<file path="src/rtl/pll_lock_sequencer.sv">
// pll_lock_sequencer: power-on and lock-supervision sequencer for the system PLL.
// Pulses pll_reset and waits for lock, retrying on timeout up to MAX_RETRY times.
// Once lock has been stable, it releases N_RST staggered domain resets.
// Loss of lock re-asserts every reset and restarts the whole sequence.
// Ports:
//   refclk       in   reference clock, the only clock
//   reset        in   synchronous, active-high
//   pll_extlock  in   PLL lock indicator, asynchronous to refclk
//   pll_reset    out  reset to the PLL
//   sys_rst      out  active-high domain resets, bit 0 released first
//   ready        out  all domain resets released and lock held
//   lock_lost    out  one-cycle pulse on loss of lock in RELEASE/RUN
//   retry_count  out  saturating count of lock timeouts since reset
//   fail         out  sticky, retries exhausted
module pll_lock_sequencer #(
    parameter int unsigned PLL_RST_CYCLES     = 240,
    parameter int unsigned LOCK_TIMEOUT       = 24000,
    parameter int unsigned LOCK_STABLE_CYCLES = 2400,
    parameter int unsigned N_RST              = 4,
    parameter int unsigned RST_STAGGER        = 16,
    parameter int unsigned MAX_RETRY          = 7
) (
    input  logic             refclk,
    input  logic             reset,
    input  logic             pll_extlock,
    output logic             pll_reset,
    output logic [N_RST-1:0] sys_rst,
    output logic             ready,
    output logic             lock_lost,
    output logic [2:0]       retry_count,
    output logic             fail
);

    localparam int unsigned MAX_AB  = (LOCK_TIMEOUT > LOCK_STABLE_CYCLES) ? LOCK_TIMEOUT : LOCK_STABLE_CYCLES;
    localparam int unsigned MAX_CD  = (PLL_RST_CYCLES > RST_STAGGER) ? PLL_RST_CYCLES : RST_STAGGER;
    localparam int unsigned CNT_MAX = (MAX_AB > MAX_CD) ? MAX_AB : MAX_CD;
    localparam int unsigned CNT_W   = $clog2(CNT_MAX + 1);
    localparam int unsigned IDX_W   = $clog2(N_RST + 1);

    typedef enum logic [2:0] {
        S_PLL_RST   = 3'd0,
        S_WAIT_LOCK = 3'd1,
        S_STABLE    = 3'd2,
        S_RELEASE   = 3'd3,
        S_RUN       = 3'd4,
        S_FAIL      = 3'd5
    } state_t;

    state_t             r_state;
    logic [CNT_W-1:0]   r_cnt;
    logic [IDX_W-1:0]   r_idx;
    logic               r_sync1;
    logic               r_lock_s;
    logic               r_pll_reset;
    logic [N_RST-1:0]   r_sys_rst;
    logic               r_ready;
    logic               r_lock_lost;
    logic [2:0]         r_retry_count;
    logic               r_fail;

    state_t             w_state_nxt;
    logic [CNT_W-1:0]   w_cnt_nxt;
    logic [IDX_W-1:0]   w_idx_nxt;
    logic               w_pll_reset_nxt;
    logic [N_RST-1:0]   w_sys_rst_nxt;
    logic               w_ready_nxt;
    logic               w_lock_lost_nxt;
    logic [2:0]         w_retry_count_nxt;
    logic               w_fail_nxt;

    // State, counters, synchroniser and output registers
    always_ff @(posedge refclk) begin
        if (reset) begin
            r_state       <= S_PLL_RST;
            r_cnt         <= '0;
            r_idx         <= '0;
            r_sync1       <= 1'b0;
            r_lock_s      <= 1'b0;
            r_pll_reset   <= 1'b1;
            r_sys_rst     <= {N_RST{1'b1}};
            r_ready       <= 1'b0;
            r_lock_lost   <= 1'b0;
            r_retry_count <= 3'd0;
            r_fail        <= 1'b0;
        end else begin
            r_state       <= w_state_nxt;
            r_cnt         <= w_cnt_nxt;
            r_idx         <= w_idx_nxt;
            r_sync1       <= pll_extlock;
            r_lock_s      <= r_sync1;
            r_pll_reset   <= w_pll_reset_nxt;
            r_sys_rst     <= w_sys_rst_nxt;
            r_ready       <= w_ready_nxt;
            r_lock_lost   <= w_lock_lost_nxt;
            r_retry_count <= w_retry_count_nxt;
            r_fail        <= w_fail_nxt;
        end
    end

    // Next state and next output values; the shared counter clears on every transition
    always_comb begin
        w_state_nxt       = r_state;
        w_cnt_nxt         = r_cnt + CNT_W'(1);
        w_idx_nxt         = r_idx;
        w_pll_reset_nxt   = r_pll_reset;
        w_sys_rst_nxt     = r_sys_rst;
        w_ready_nxt       = r_ready;
        w_lock_lost_nxt   = 1'b0;
        w_retry_count_nxt = r_retry_count;
        w_fail_nxt        = r_fail;

        case (r_state)
            S_PLL_RST: begin
                w_pll_reset_nxt = 1'b1;
                if (r_cnt == CNT_W'(PLL_RST_CYCLES - 1)) begin
                    w_state_nxt     = S_WAIT_LOCK;
                    w_cnt_nxt       = '0;
                    w_pll_reset_nxt = 1'b0;
                end
            end

            // Lock wins over a timeout landing on the same cycle
            S_WAIT_LOCK: begin
                if (r_lock_s) begin
                    w_state_nxt = S_STABLE;
                    w_cnt_nxt   = '0;
                end else if (r_cnt == CNT_W'(LOCK_TIMEOUT - 1)) begin
                    w_cnt_nxt       = '0;
                    w_pll_reset_nxt = 1'b1;
                    if (32'(r_retry_count) >= MAX_RETRY) begin
                        w_state_nxt   = S_FAIL;
                        w_fail_nxt    = 1'b1;
                        w_sys_rst_nxt = {N_RST{1'b1}};
                        w_ready_nxt   = 1'b0;
                    end else begin
                        w_state_nxt       = S_PLL_RST;
                        w_retry_count_nxt = (r_retry_count == 3'd7) ? r_retry_count
                                                                    : r_retry_count + 3'd1;
                    end
                end
            end

            // A single low sample restarts the wait without counting as a retry
            S_STABLE: begin
                if (!r_lock_s) begin
                    w_state_nxt = S_WAIT_LOCK;
                    w_cnt_nxt   = '0;
                end else if (r_cnt == CNT_W'(LOCK_STABLE_CYCLES - 1)) begin
                    w_state_nxt = S_RELEASE;
                    w_cnt_nxt   = '0;
                    w_idx_nxt   = '0;
                end
            end

            S_RELEASE: begin
                if (!r_lock_s) begin
                    w_state_nxt     = S_PLL_RST;
                    w_cnt_nxt       = '0;
                    w_pll_reset_nxt = 1'b1;
                    w_sys_rst_nxt   = {N_RST{1'b1}};
                    w_ready_nxt     = 1'b0;
                    w_lock_lost_nxt = 1'b1;
                end else if (r_cnt == CNT_W'(RST_STAGGER - 1)) begin
                    w_cnt_nxt     = '0;
                    w_sys_rst_nxt = r_sys_rst & ~(N_RST'(1) << r_idx);
                    w_idx_nxt     = r_idx + IDX_W'(1);
                    if (r_idx == IDX_W'(N_RST - 1)) begin
                        w_state_nxt = S_RUN;
                        w_ready_nxt = 1'b1;
                    end
                end
            end

            S_RUN: begin
                w_cnt_nxt = '0;
                if (!r_lock_s) begin
                    w_state_nxt     = S_PLL_RST;
                    w_pll_reset_nxt = 1'b1;
                    w_sys_rst_nxt   = {N_RST{1'b1}};
                    w_ready_nxt     = 1'b0;
                    w_lock_lost_nxt = 1'b1;
                end
            end

            // Terminal until reset; lock is ignored
            S_FAIL: begin
                w_cnt_nxt       = '0;
                w_pll_reset_nxt = 1'b1;
                w_sys_rst_nxt   = {N_RST{1'b1}};
                w_ready_nxt     = 1'b0;
                w_fail_nxt      = 1'b1;
            end

            default: begin
                w_state_nxt = S_PLL_RST;
                w_cnt_nxt   = '0;
            end
        endcase
    end

    assign pll_reset   = r_pll_reset;
    assign sys_rst     = r_sys_rst;
    assign ready       = r_ready;
    assign lock_lost   = r_lock_lost;
    assign retry_count = r_retry_count;
    assign fail        = r_fail;

endmodule

</file>
<file path="config.mk">
export PLATFORM = sky130hd
export DESIGN_NAME = pll_lock_sequencer
export DESIGN_NICKNAME = d
export VERILOG_FILES = /design/src/rtl/pll_lock_sequencer.sv
export SDC_FILE = /design/constraint.sdc
export NUM_CORES = 1
export LEC_CHECK = 0
export ABC_CLOCK_PERIOD_IN_PS = 3720
export BUFFER_PORTS_ARGS = -buffer_cell sky130_fd_sc_hd__buf_4
export CORE_MARGIN = 1.5
export CORE_UTILIZATION = 66
export CTS_BUF_LIST = sky130_fd_sc_hd__clkbuf_8
export CTS_CLUSTER_SIZE = 12
export DETAILED_ROUTE_END_ITERATION = 12
export PLACE_DENSITY = 0.95
export REMOVE_ABC_BUFFERS = 1
export SLEW_MARGIN = 15
export SYNTH_ARGS = -nofsm -noshare
export SYNTH_HDL_FRONTEND = slang
export SYNTH_SLANG_ARGS = --single-unit
</file>
<file path="constraint.sdc">
create_clock -name refclk -period 3.72 [get_ports refclk]
set_input_delay 0.744 -clock refclk [delete_from_list [all_inputs] [get_ports refclk]]
set_output_delay 0.744 -clock refclk [all_outputs]
set_load 0.01 [all_outputs]
</file>
==> flow_summary.json, run 1 <==
{
  "post-cts-setup-buffer-count": 0,
  "final_cells": 245,
  "synthTopCellsByArea": "dfxtp_1, nor2_1, ha_1, xnor2_1, nand2_1",
  "synth_top_area_frac": 0.386,
  "cts_tree": "done",
  "min-delay-start": "r_sync1$_SDFF_PP0_",
  "dp_cells": 237,
  "yosysTopAreaCell": "dfxtp_1",
  "cap_violations": 0,
  "num_io_pins": 14,
  "ctsResizeCount": 0,
  "antenna_found_initial": 0,
  "synthesis.area_mm2": 0.00176,
  "vias": 1460,
  "grt_max_degree": 16,
  "clock_latency_ns": 0.29,
  "setup_violations": 0,
  "finalMaxSlewViolations": 0,
  "dieArea_mm2": 0.00299,
  "core_area_mm2": 0.00250,
  "placed_area_mm2": 0.00186,
  "antenna-diode-count": 0,
  "h-tree-depth": 2,
  "p_leak_nw": 0.749,
  "path_delay_family": "simple AND/OR/NAND/NOR gates",
  "async_flop_share": 0,
  "peakVddDrop_mv": 0.478,
  "crit_slowest_cell": "nor4_1",
  "required_ns": 3.90,
  "rsz0062_at_grt": "false",
  "drive_gt1_frac": 0.163,
  "hold_viol_final": 0,
  "grt_usage": 0.278,
  "pwr-share-clk": 0.298,
  "ys_types": 48,
  "max_freq_mhz": 410,
  "cp_max_fo": 6,
  "cp_num_buf_inv": 0,
  "r2r_start": "r_cnt[0]$_SDFF_PP0_",
  "cts_root_buf": "clkbuf_8",
  "min_path_type": "reg2reg",
  "pwr-share-comb": 0.227,
  "yosys_warnings": 0,
  "slew_headroom": 0.583,
  "syn_to_final_growth_pct": 11.0,
  "ys.flop_type": "dfxtp_1",
  "finalSetupTns_ns": 0,
  "routed_wl_um": 3580,
  "die_w_um": 54.7,
  "seqPwrFrac": 0.474,
  "grt_pass1_vias": 1285,
  "holdWs_ns": 0.443,
  "startpoint_type": "flip-flop",
  "cts-buffers-inserted": 5,
  "dr.pass1.iters": 4,
  "drc": 0,
  "skew_ns": 0.00336,
  "hpwl_um": 2630,
  "synth-seq-cells": 34,
  "syn_avg_cell_area_um2": 8.85,
  "crit_type": "reg2reg",
  "cts.sinks": 34,
  "p_switching_mw": 0.296,
  "grt_remaining_overflow": 0,
  "grt_pass1_wl_um": 5800,
  "sw_frac_of_total": 0.317,
  "synth_seq_area_share": 0.386,
  "outcome": "finished, final reports clean",
  "power_density_mw_per_mm2": 478,
  "routed_via_density": 5.96,
  "period_minus_slack_ns": 2.44,
  "port_buffers": 13,
  "fin_area_mm2": 0.00196,
  "final_antenna_net_count": 0,
  "cp-end-kind": "flip-flop",
  "synthCells": 199,
  "cts_hold_buf": 0,
  "path_cells": "ha_1 -> nand4_1 -> nor4_1 -> o211ai_1 -> or3_4 -> a211o_1",
  "max_stage_delay_ns": 0.52,
  "die_height_um": 54.7,
  "period_share": 0.656,
  "crit_arrival_ns": 2.62,
  "fin_total_pwr_mw": 0.934,
  "synth_edf_count": 0,
  "critPathLaunch": "r_cnt[0]$_SDFF_PP0_",
  "finalWeightedCongestion": 0.904,
  "start_util": 0.705,
  "wl_per_cell_um": 14.6,
  "cts_max_path_buffers": 2,
  "clk_pin_slew_ns": 0.07,
  "rows": 18,
  "tightestPinTransition_ns": 0.625,
  "power.internal_mw": 0.637,
  "drtIter0Drc": 55,
  "nets": 225
}
==> Yosys cell counts (4+ instances only) <==
master and number:
xor2_1 6, nor3_1 5, a21oi_1 4, nand2_1 14, o21ai_0 10, ha_1 8, xnor2_1 9, nand3_1 9
nor2_1 28, dfxtp_1 34, inv_1 12, nor2b_1 4
==> power groups by stage <==
stage | Sequential, mW | Combinational [mW] | Clock, mW
6_report | 0.443 | 0.212 | 0.278
5_1_grt | 0.448 | 0.238 | 0.294
4_1_cts | 0.442 | 0.211 | 0.281
3_5_place_dp | 0.450 | 0.209 | 0
3_3_place_gp | 0.446 | 0.200 | 0
2_1_floorplan | 0.446 | 0.145 | 0
==> per-layer routing <==
metal,share of wire,vias up,global-route usage
li1,-,726,-
met1,0.46,675,0.358
met2,0.47,52,0.438
met3,0.058,7,0.0574
met4,0.013,0,0.133
met5,0,-,0
==> sequential cells by signal, summed over array words and instances, names as in the netlist <==
register and flops:
r_cnt 15, sys_rst 4, r_idx 3, r_state 3, retry_count 3, fail 1, lock_lost 1, pll_reset 1
r_lock_s 1, r_sync1 1, ready 1
==> cells by family after synthesis <==
logic type,after synthesis,synth area share
compound gates,32,0.133
xor+xnor,15,0.0746
fa+ha+maj,8,0.0568
buf+inv,17,0.0440
flops,34,0.386
mux,2,0.0114
simple gates,91,0.294
==> cell usage in the layout, fill, tap and decap left out, drive strengths merged, types with 2 or more instances in the layout <==
cell     n
o21ai   10
mux2i    2
buf     13
nand4    2
nand3b   2
xnor2    9
nor3     5
and3     4
ha       8
or4      2
clkbuf   6
nand2   14
or3      2
a31oi    3
or2      2
nor3b    3
xor2     6
dfxtp   34
nand3    9
nor2    29
o22ai    3
a21oi    4
inv     13
nand2b   3
nor2b    4
nor4     5
a211o    3
==> area by class of cell <==
class,instances,area (um2)
clock buffers,6,82.6
clock inverters,2,8.76
fillers,156,544
inverters,12,45.0
multi-input cells,148,1000
flip-flops and latches,34,681
well taps,30,37.5
repair buffers,13,97.6
==> final timing paths <==
path	to	cells past startpoint	slack [ns]
worst max-delay path	sys_rst[1]$_SDFFE_PP1P_	6	1.28
worst min-delay path	r_lock_s$_SDFF_PP0_	1	0.44
worst max register to register	sys_rst[1]$_SDFFE_PP1P_	6	1.28
worst min register to register	r_lock_s$_SDFF_PP0_	1	0.44
==> through the flow <==
step / util / setup slack (ns)
after floorplan: - / 1.61
after global placement: 0.746 / 1.43
after detailed placement: 0.746 / 1.33
after CTS: 0.782 / 1.31
after global routing: 0.782 / 1.12
final: 0.782 / 1.28
Power figures use the tool's default switching activity.
==> inputs of run 2 (changes only) <==
--- a/config.mk
+++ b/config.mk
@@ -5,14 +5,14 @@
 export SDC_FILE = /design/constraint.sdc
 export NUM_CORES = 1
 export LEC_CHECK = 0
-export ABC_CLOCK_PERIOD_IN_PS = 3720
+export ABC_CLOCK_PERIOD_IN_PS = 2100
 export BUFFER_PORTS_ARGS = -buffer_cell sky130_fd_sc_hd__buf_4
 export CORE_MARGIN = 1.5
-export CORE_UTILIZATION = 66
+export CORE_UTILIZATION = 55
 export CTS_BUF_LIST = sky130_fd_sc_hd__clkbuf_8
 export CTS_CLUSTER_SIZE = 12
 export DETAILED_ROUTE_END_ITERATION = 12
-export PLACE_DENSITY = 0.95
+export PLACE_DENSITY = 0.88
 export REMOVE_ABC_BUFFERS = 1
 export SLEW_MARGIN = 15
 export SYNTH_ARGS = -nofsm -noshare
==> constraint.sdc (replaced) <==
create_clock -name refclk -period 2.1 [get_ports refclk]
set_input_delay 0.42 -clock refclk [delete_from_list [all_inputs] [get_ports refclk]]
set_output_delay 0.42 -clock refclk [all_outputs]
set_load 0.01 [all_outputs]
==> run 2 against run 1 <==
  * Sequential power grew 71%
  * Wire length grew 16%
  * Via count grew 11%
  * Clock-buffer cell count is the same
  * Clock power grew 83%
  * Final area grew 15%
  * Worst setup slack lost 1.3 ns
  * First-iteration DRC count grew 100%
  * Final cell count grew 16%
  * Combinational power grew to 2.8 times the previous value
  * Utilization shrank 4.7 points
  * Register-to-register slack lost 1.3 ns
  * Critical endpoint is now sys_rst[0]$_SDFFE_PP1P_
  * Largest power group unchanged
  * Highest routed layer unchanged
==> flow_summary.json, run 2 (synthesized netlist as in run 1, its figures left out) <==
{
  "period_share": 0.998,
  "dieArea_mm2": 0.00355,
  "finalMaxSlewViolations": 0,
  "port_buffers": 13,
  "clk_pin_slew_ns": 0.07,
  "h-tree-depth": 2,
  "wl_per_cell_um": 14.6,
  "clock_latency_ns": 0.30,
  "fin_total_pwr_mw": 1.86,
  "required_ns": 2.29,
  "r2r_cells": 6,
  "cp_max_fo": 3,
  "crit_arrival_ns": 2.28,
  "cts.sinks": 34,
  "grt_max_degree": 16,
  "min_path_type": "in2reg",
  "cts_hold_buf": 0,
  "num_io_pins": 14,
  "top_register": "r_cnt",
  "drtIter0Drc": 112,
  "finalWeightedCongestion": 0.954,
  "crit_slowest_cell": "or3_4",
  "cap_violations": 0,
  "cp_num_buf_inv": 0,
  "largest_reg_flops": 15,
  "period_minus_slack_ns": 2.10,
  "cts_tree": "done",
  "path_delay_family": "simple AND/OR/NAND/NOR gates",
  "syn_to_final_growth_pct": 27.3,
  "setup_violations": 0,
  "dr.pass1.iters": 4,
  "crit_type": "reg2reg",
  "startpoint_type": "flip-flop",
  "grt_pass1_vias": 1374,
  "final_antenna_net_count": 0,
  "hpwl_um": 2840,
  "max_freq_mhz": 477,
  "routed_wl_um": 4170,
  "vias": 1626,
  "die_w_um": 59.6,
  "rows": 20,
  "routed_via_density": 5.71,
  "hold_viol_final": 0,
  "cts_root_buf": "clkbuf_8",
  "grt_pass1_wl_um": 6180,
  "grt_remaining_overflow": 0,
  "drive_gt1_frac": 0.311,
  "antenna_found_initial": 0,
  "final_util": 0.735,
  "slew_headroom": 0.607,
  "mostFrequentLayoutCells": "buf_4, nor2_1, dfxtp_1",
  "outcome": "finished, final reports clean",
  "peakVddDrop_mv": 0.533,
  "core_area_mm2": 0.00305,
  "power_density_mw_per_mm2": 829,
  "path_cells": "ha_4 -> nand4_1 -> nor4_2 -> o211ai_1 -> or3_4 -> a211o_1",
  "p_leak_nw": 0.888,
  "hold_depth": 2,
  "rsz0062_at_grt": "true",
  "drc": 0,
  "nets": 251,
  "cts_max_path_buffers": 2,
  "layout_commonest_cell": "buf_4",
  "die_height_um": 59.6,
  "max_stage_delay_ns": 0.42,
  "skew_ns": 0.00699,
  "cp_num_cells": 6,
  "cp-end-kind": "flip-flop",
  "tightestPinTransition_ns": 0.584,
  "grt_usage": 0.239,
  "antenna-diode-count": 0,
  "start_util": 0.577,
  "cts-buffers-inserted": 5
}
==> run 2: cell types whose count changed in the layout (fill, tap and decap cells not counted), sizes merged <==
cell	before	now
buf	13	39
clkinvlp	0	1
inv	13	12
==> run 2: final timing paths <==
| check | startpoint | endpoint | slack (ns) |
|---|---|---|---|
| setup / recovery | r_cnt[0]$_SDFF_PP0_ | sys_rst[0]$_SDFFE_PP1P_ | 0.003 |
| hold / removal | pll_extlock | r_sync1$_SDFF_PP0_ | 0.34 |
| setup reg to reg | r_cnt[0]$_SDFF_PP0_ | sys_rst[0]$_SDFFE_PP1P_ | 0.003 |
| hold reg to reg | r_sync1$_SDFF_PP0_ | r_lock_s$_SDFF_PP0_ | 0.44 |
==> run 2: per-layer routing <==
metal / share of wire / GRT usage / vias to the layer above
li1: - / - / 782
met1: 0.44 / 0.310 / 748
met2: 0.45 / 0.350 / 77
met3: 0.062 / 0.0764 / 19
met4: 0.044 / 0.133 / 0
met5: 0 / 0 / -
==> run 2: cell type report <==
cell class / count / area, um2
multi-input cells: 148 / 1050
fillers: 237 / 810
repair buffers: 39 / 305
clock buffers: 6 / 82.6
well taps: 44 / 55.1
clock inverters: 2 / 12.5
inverters: 12 / 45.0
flip-flops and latches: 34 / 688
==> run 2: power by group <==
| part | switching [mW] | internal [mW] |
|---|---|---|
| Combinational | 0.301 | 0.292 |
| Sequential | 0.0470 | 0.710 |
| Clock | 0.246 | 0.263 |
| Total | 0.594 | 1.27 |
==> run 2: repair_timing <==
| item | 4_1_cts | 5_1_grt |
|---|---|---|
| buffers inserted | 0 | 5 |
| cloned | 0 | 0 |
| gates resized for setup | 0 | 17 |
| pin swaps | 1 | 7 |
| setup endpoints to repair | 4 | 17 |
==> run 2: metrics by stage <==
| stage | hold slack (ns) | setup slack, ns | cell area [um2] | std cells | TNS, ns |
|---|---|---|---|---|---|
| final | 0.340 | 0.00327 | 2240 | 285 | 0 |
| after global routing | 0.345 | -0.0830 | 2240 | 285 | -0.332 |
| after CTS | 0.342 | 0.00872 | 2150 | 280 | 0 |
| after detailed placement | 0.430 | -0.00182 | 2050 | 272 | -0.00208 |
| after global placement | 0.417 | 0.0537 | 2050 | 272 | 0 |
| after floorplan | 0.414 | -0.0112 | 1730 | 194 | -0.0337 |
==> inputs of run 3 (changes only) <==
--- a/config.mk
+++ b/config.mk
@@ -6,13 +6,13 @@
 export NUM_CORES = 1
 export LEC_CHECK = 0
 export ABC_CLOCK_PERIOD_IN_PS = 2100
-export BUFFER_PORTS_ARGS = -buffer_cell sky130_fd_sc_hd__buf_4
 export CORE_MARGIN = 1.5
-export CORE_UTILIZATION = 55
+export CORE_UTILIZATION = 59
 export CTS_BUF_LIST = sky130_fd_sc_hd__clkbuf_8
 export CTS_CLUSTER_SIZE = 12
 export DETAILED_ROUTE_END_ITERATION = 12
-export PLACE_DENSITY = 0.88
+export DONT_BUFFER_PORTS = 1
+export PLACE_DENSITY = 0.89
 export REMOVE_ABC_BUFFERS = 1
 export SLEW_MARGIN = 15
 export SYNTH_ARGS = -nofsm -noshare
==> run 3 against run 2 <==
  * The flow now finishes with violations (DRC, setup timing)
  * Combinational power is 8.6% lower
  * Wire length is 2.0% higher
  * Sequential share of layout area is 1.2 points higher
  * Clock skew is 0.00066 ns lower
  * Critical path depth is 1 lower
  * First-iteration DRC count is 38% higher
  * Via count is 4.1% lower
  * Clock power is 6.7% lower
  * Final area is 4.2% lower
  * Critical path type unchanged
  * Critical endpoint unchanged
  * Largest cell class unchanged
==> flow_summary.json, run 3 (synthesized netlist as in run 1, its figures left out) <==
{
  "rows": 19,
  "setup_ws_ns": -0.0333,
  "drtIter0Drc": 155,
  "grt_max_degree": 16,
  "cts_max_path_buffers": 2,
  "fillCellCount": 174,
  "tightestPinTransition_ns": 0.672,
  "top_register": "r_cnt",
  "clk_pin_slew_ns": 0.07,
  "clock_latency_ns": 0.29,
  "num_io_pins": 14,
  "die_w_um": 57.6,
  "cts_root_buf": "clkbuf_8",
  "die_height_um": 57.6,
  "grt_usage": 0.252,
  "drc": 4,
  "peakVddDrop_mv": 0.552,
  "finalMaxSlewViolations": 0,
  "antenna-diode-count": 0,
  "crit_arrival_ns": 2.31,
  "multi_input_area_mm2": 0.00107,
  "sw_frac_of_total": 0.311,
  "grt_pass1_wl_um": 6260,
  "nets": 241,
  "start_util": 0.628,
  "outcome": "finished, violations left",
  "required_ns": 2.28,
  "port_buffers": 0,
  "grt_remaining_overflow": 0,
  "pwr-share-comb": 0.303,
  "hpwl_um": 2720,
  "cap_violations": 0,
  "finalSetupTns_ns": -0.0876,
  "cts-buffers-inserted": 5,
  "wl_per_cell_um": 16.4,
  "cts_tree": "done",
  "setup_violations": 3,
  "cts.sinks": 34,
  "drive_gt1_frac": 0.262,
  "startpoint_type": "flip-flop",
  "cp_max_fo": 4,
  "largest_reg_flops": 15,
  "power_density_mw_per_mm2": 832,
  "grt_pass1_vias": 1397,
  "r2r_slack_ns": -0.03,
  "hold_viol_final": 0,
  "vias": 1560,
  "seqPwrFrac": 0.431,
  "min_path_type": "in2reg",
  "pwr-share-clk": 0.266,
  "cts_hold_buf": 0,
  "skew_ns": 0.00632,
  "regArea_um2": 684,
  "crit_type": "reg2reg",
  "syn_to_final_growth_pct": 22.0,
  "rsz0062_at_grt": "true",
  "fin_total_pwr_mw": 1.79,
  "layout_commonest_cell": "dfxtp_1",
  "p_switching_mw": 0.556,
  "routed_wl_um": 4260,
  "dr.pass1.iters": 8,
  "final_antenna_net_count": 0,
  "finalWeightedCongestion": 0.855,
  "mostFrequentLayoutCells": "dfxtp_1, nor2_1, buf_4",
  "max_freq_mhz": 469,
  "slew_headroom": 0.549,
  "p_leak_nw": 0.850,
  "power.internal_mw": 1.23,
  "h-tree-depth": 2,
  "violations": "DRC, setup timing",
  "core_area_mm2": 0.00281,
  "routed_via_density": 6.00,
  "period_share": 1.02,
  "period_minus_slack_ns": 2.13,
  "final_util": 0.766,
  "place_ws_ns": -0.0171,
  "dieArea_mm2": 0.00332,
  "antenna_found_initial": 0,
  "cp-end-kind": "flip-flop"
}
run 3: area by class of cell:
class | count | area share
sequential | 34 | 0.318
timing repair buffer | 29 | 0.107
clock buffer | 6 | 0.0384
multi-input combinational | 148 | 0.497
inverter | 12 | 0.0210
tap | 31 | 0.0180
run 3: power by group through the flow:
stage | sequential, mW | combinational, mW | clock, mW
2_1_floorplan | 0.791 | 0.256 | 0
3_5_place_dp | 0.780 | 0.475 | 0
3_3_place_gp | 0.776 | 0.459 | 0
4_1_cts | 0.766 | 0.480 | 0.479
6_report | 0.770 | 0.542 | 0.475
5_1_grt | 0.778 | 0.592 | 0.522
run 3: worst max-delay path, cell delays in order (launching register included):
cell	delay, ns
dfxtp_2	0.32
or4_4	0.57
nor4_4	0.36
nor2_2	0.12
or3_4	0.36
a211o_1	0.30
run 3: per-layer routing:
metal  GRT usage  wire length [um]  share of wire
met5           0                 0              0
met3      0.0871               221          0.052
met4       0.116               118          0.028
met1       0.288              1730           0.41
met2       0.422              2190           0.51
run 3: final timing paths:
path,startpoint,end,cells past startpoint
worst min register to register,r_sync1$_SDFF_PP0_,r_lock_s$_SDFF_PP0_,1
worst min-delay path,reset,fail$_SDFFE_PP0P_,1
worst max register to register,r_cnt[12]$_SDFF_PP0_,sys_rst[0]$_SDFFE_PP1P_,5
worst max-delay path,r_cnt[12]$_SDFF_PP0_,sys_rst[0]$_SDFFE_PP1P_,5
run 3: what timing repair did:
| item | 4_1_cts | 5_1_grt |
|---|---|---|
| setup endpoints to repair | 4 | 7 |
| pin swaps | 1 | 8 |
| setup buffers | 0 | 3 |
| resized for setup | 2 | 12 |
run 3: per-stage QoR:
stage               cell area [um2]  hold WS (ns)  instances
global placement               1980         0.424        251
CTS                            2070         0.192        257
finish                         2150         0.195        260
detailed placement             1980         0.430        251
global route                   2150         0.177        260
floorplan                      1730         0.414        194
